===== src/rtl/cfg_loader.sv =====
// cfg_loader: streams 4*NUM_BLOCKS config bytes into the x/y/ab/cx registers of each logic block
module cfg_loader #(
    parameter int NUM_BLOCKS = 8,
    parameter int IDX_W      = 3
) (
    input  logic                  clk,
    input  logic                  rst_n,
    input  logic                  start,
    input  logic                  abort,
    input  logic [7:0]            in_data,
    input  logic                  in_valid,
    output logic                  in_ready,
    output logic [7:0]            cfg_out,
    output logic [NUM_BLOCKS-1:0] set_x,
    output logic [NUM_BLOCKS-1:0] set_y,
    output logic [NUM_BLOCKS-1:0] set_ab,
    output logic [NUM_BLOCKS-1:0] set_cx,
    output logic                  busy,
    output logic                  done,
    output logic [IDX_W-1:0]      blk_idx
);
    typedef enum logic [1:0] {S_IDLE, S_LOAD, S_FIN} state_t;
    state_t                r_state, w_next;
    logic [IDX_W-1:0]      r_blk;
    logic [1:0]            r_sel;
    logic [7:0]            r_cfg;
    logic [NUM_BLOCKS-1:0] r_x, r_y, r_ab, r_cx;
    logic                  w_acc, w_last;
    logic [NUM_BLOCKS-1:0] w_hot;
    assign in_ready = (r_state == S_LOAD) && !abort;
    assign w_acc    = in_ready && in_valid;
    assign w_last   = (r_blk == IDX_W'(NUM_BLOCKS - 1)) && (r_sel == 2'd3);
    assign w_hot    = NUM_BLOCKS'(1) << r_blk;
    assign busy     = r_state == S_LOAD;
    assign done     = r_state == S_FIN;
    assign blk_idx  = r_blk;
    assign cfg_out  = r_cfg;
    assign set_x    = r_x;
    assign set_y    = r_y;
    assign set_ab   = r_ab;
    assign set_cx   = r_cx;
    // state register
    always_ff @(posedge clk) begin
        if (!rst_n) r_state <= S_IDLE;
        else        r_state <= w_next;
    end
    // next state: FIN always lasts a single cycle, abort only matters in LOAD
    always_comb begin
        w_next = (r_state == S_IDLE) ? (start ? S_LOAD : S_IDLE) :
                 (r_state == S_FIN)  ? S_IDLE :
                 abort               ? S_IDLE :
                 (w_acc && w_last)   ? S_FIN  : S_LOAD;
    end
    // sequencing and registered write strobes, one cycle after each accepted byte
    always_ff @(posedge clk) begin
        if (!rst_n) begin
            r_blk <= '0;
            r_sel <= '0;
            r_cfg <= '0;
            r_x   <= '0;
            r_y   <= '0;
            r_ab  <= '0;
            r_cx  <= '0;
        end else begin
            if (r_state == S_IDLE && start) begin
                r_blk <= '0;
                r_sel <= '0;
            end else if (w_acc) begin
                r_sel <= r_sel + 2'd1;
                if (r_sel == 2'd3) r_blk <= w_last ? '0 : r_blk + 1'b1;
            end
            if (w_acc) r_cfg <= in_data;
            r_x  <= (w_acc && r_sel == 2'd0) ? w_hot : '0;
            r_y  <= (w_acc && r_sel == 2'd1) ? w_hot : '0;
            r_ab <= (w_acc && r_sel == 2'd2) ? w_hot : '0;
            r_cx <= (w_acc && r_sel == 2'd3) ? w_hot : '0;
        end
    end
endmodule


===== config.mk =====
export PLATFORM = sky130hd
export DESIGN_NAME = cfg_loader
export DESIGN_NICKNAME = d
export VERILOG_FILES = /design/src/rtl/cfg_loader.sv
export SDC_FILE = /design/constraint.sdc
export NUM_CORES = 1
export LEC_CHECK = 0
export CORE_UTILIZATION = 43
export CTS_CLUSTER_DIAMETER = 200
export CTS_CLUSTER_SIZE = 25
export DETAILED_ROUTE_END_ITERATION = 8
export HOLD_SLACK_MARGIN = 0.15
export PLACE_DENSITY = 0.81
export RECOVER_POWER = 25
export SYNTH_ARGS = -nofsm -noshare
export SYNTH_HDL_FRONTEND = slang
export SYNTH_SLANG_ARGS = --single-unit

===== constraint.sdc =====
create_clock -name clk -period 1.35 [get_ports clk]
set_input_delay 0.27 -clock clk [delete_from_list [all_inputs] [get_ports clk]]
set_output_delay 0.27 -clock clk [all_outputs]
set_load 0.005 [all_outputs]

==> results.cfg <==
[critical_path]
worst_path_max_delay_cell = dfxtp_4
crit_chain = buf_6 -> and4bb_4 -> buf_12 -> nand3_4 -> nor2_2
critPathArrivalTime_ns = 1.57
crit_path_end = set_ab[2]
r2r-end = set_ab[2]
crit_fanout = 8
startpoint_type = register
r2r_setup_slack_ns = 0.01
worst_setup_path_end_kind = register
max_stage_delay_ns = 0.37
path_class = reg -> reg
worst_r2r_path_depth = 5
required_ns = 1.59
crit_start = r_state[1]
r2r-start = r_state[1]

[cts]
path_clk_slew_ns = 0.08
postCtsSetupBuffers = 0
tritoncts = done
cts_buffer_depth = 2
numClockSinks = 47
clk-insertion-delay-late_ns = 0.29
cts_inserted_buffers = 5
cts.htree.levels = 2
root_buffer = clkbuf_8

[timing]
period_share = 0.989
setup_tns_ns = 0
setup_viol = 0
finalCriticalPeriod_ns = 1.34
hold_viol = 0
rsz0062_at_grt = true
worst_slew_pin_slew_ns = 0.237
skew_ns = 0.00229
maxSlewHeadroom = 0.841
maxSlewViolCount = 0
fmax_mhz = 749
fin_ws_ns = 0.0148

[synthesis]
synth.top_cell.area_share = 0.572
avgSynthCellArea_um2 = 10.3
ys_top_cells_by_area = dfxtp_1 (57%), ha_1 (7.6%), nor2_1 (7.5%)
synth_nets = 182
synth_seq_area_share = 0.572
synthCells = 159
syn_area_um2 = 1640
postSynthRegisterBits = 47
ys_types = 24
ys.warnings.count = 0
netlist.top_cell.by_area = dfxtp_1

[cells_and_area]
layout_commonest_cell = dlygate4sd2_1
diodes = 0
drive_above_1_share = 0.215
syn_to_final_growth_pct = 51.7
num-fill-cells = 324
nets = 255
final_cell_mix = dlygate4sd2_1 (43), dfxtp_1 (38), nand2_1 (27)

[die]
dieArea_um2 = 4070
rows = 22
floorplan.initialDensity = 0.449
io_pins = 59
die_w_um = 63.8
core_area_um2 = 3660
die_h_um = 63.8

[power_and_ir_drop]
switchingPower_uw = 496
ir_drop_mv = 0.513
combPwrFrac = 0.048
internal_power_mw = 2.21
p_seq_frac = 0.515
p_clk_frac = 0.436
power_density_nw_per_um2 = 1090
total_power_mw = 2.71
p_leak_nw = 1.13
p_sw_frac = 0.183

[global_route]
grt_max_degree = 15
overflow = 0
grtUsageTotal = 0.185
grt_pass1_wl_um = 5820
antenna_found_initial = 0
grt_pass1_vias = 1317

[routing]
drc_errors = 0
drt-pass1-iter-count = 4
dr_total_vias = 1309
final_antenna_net_count = 0
wl_per_cell_um = 12.2
drt_iter0_drc = 65
detail_route.wirelength_um = 3430
viasPerCell = 4.66

[placed_design]
dpl.hpwl_um = 2470
gp_congestion = 0.722
io_buffers = 58
post-place-ws_ns = -0.261

[job]
maxCapViolCount = 0

[min_path]
worstHoldPathType = reg -> reg

[run_status]
status = completed
critical path, delay by kind of cell, from the launching register on:
family                 cells  cell delay (ns)
DFF                        1             0.37
buffers and inverters      2             0.26
and+or+nand+nor            3             0.64
cell usage after synthesis, drive strengths merged:
library cell	number
or3b	1
nor2b	3
nand2	27
a21boi	9
nor2	33
nand3b	1
nand4bb	1
dfxtp	47
ha	10
a21o	1
nand4b	1
clkbuf	1
nand3	4
a311oi	2
inv	7
nand4	1
a21oi	4
buf	4
a31oi	1
and4bb	1
per-stage QoR:
step,utilization,cell area (um2),cells,hold WS [ns]
6_report,0.681,2490,281,0.452
5_1_grt,0.681,2490,281,0.475
3_5_place_dp,0.648,2370,273,0.447
2_1_floorplan,-,1640,159,0.405
3_3_place_gp,0.648,2370,273,0.440
4_1_cts,0.672,2460,281,0.455
layer usage:
| layer | track usage | up-vias | part of all wire |
|---|---|---|---|
| met5 | 0 | - | 0 |
| met2 | 0.332 | 58 | 0.51 |
| met1 | 0.205 | 592 | 0.41 |
| li1 | - | 654 | - |
| met3 | 0.0500 | 5 | 0.070 |
| met4 | 0.0682 | 0 | 0.016 |
sequential cells by signal, indices dropped and copies added, names as in the netlist:
| signal | count |
|---|---|
| cfg_out | 8 |
| set_ab | 8 |
| set_cx | 8 |
| set_x | 8 |
| set_y | 8 |
| blk_idx | 3 |
| r_sel | 2 |
| r_state | 2 |
worst min path at each step:
| stage | endpoint | slack, ns | cells after the start | from |
|---|---|---|---|---|
| 4_1_cts | cfg_out[7] | 0.46 | 2 | cfg_out[7] |
| 3_3_place_gp | cfg_out[2] | 0.44 | 2 | cfg_out[2] |
| 6_report | cfg_out[3] | 0.45 | 2 | cfg_out[3] |
| 3_5_place_dp | cfg_out[7] | 0.45 | 2 | cfg_out[7] |
| 2_1_floorplan | cfg_out[0] | 0.40 | 2 | in_data[0] |
| 5_1_grt | cfg_out[3] | 0.48 | 2 | cfg_out[3] |
kinds of logic (layout without fill, tap and decap cells):
kind of cell | Yosys count | count (layout) | share of synthesized area
DFF | 47 | 47 | 0.572
buffers and inverters | 12 | 86 | 0.0449
AOI/OAI and AO/OA | 17 | 17 | 0.0799
and+or+nand+nor | 73 | 73 | 0.227
adders and majority gates | 10 | 10 | 0.0761
power by group through the flow:
stage | Sequential (mW) | Combinational [mW] | Clock (mW)
2_1_floorplan | 1.43 | 0.0445 | 0
3_3_place_gp | 1.43 | 0.133 | 0
3_5_place_dp | 1.43 | 0.135 | 0
4_1_cts | 1.40 | 0.132 | 1.21
5_1_grt | 1.40 | 0.142 | 1.28
6_report | 1.39 | 0.131 | 1.18
area by class of cell:
cell class,count,area (um2),share of cell area
timing repair buffer,71,654,0.262
multi-input combinational,100,663,0.266
clock inverter,2,60.1,0.0241
sequential,47,957,0.384
tap,48,60.1,0.0241
inverter,7,26.3,0.0105
clock buffer,6,72.6,0.0291
what timing repair did:
item | CTS | global route
hold buffers | 0 | 0
resized for setup | 68 | 12
setup endpoints to repair | 46 | 25
pin swaps | 0 | 2
Note: power is estimated with default switching activity, not from simulation.
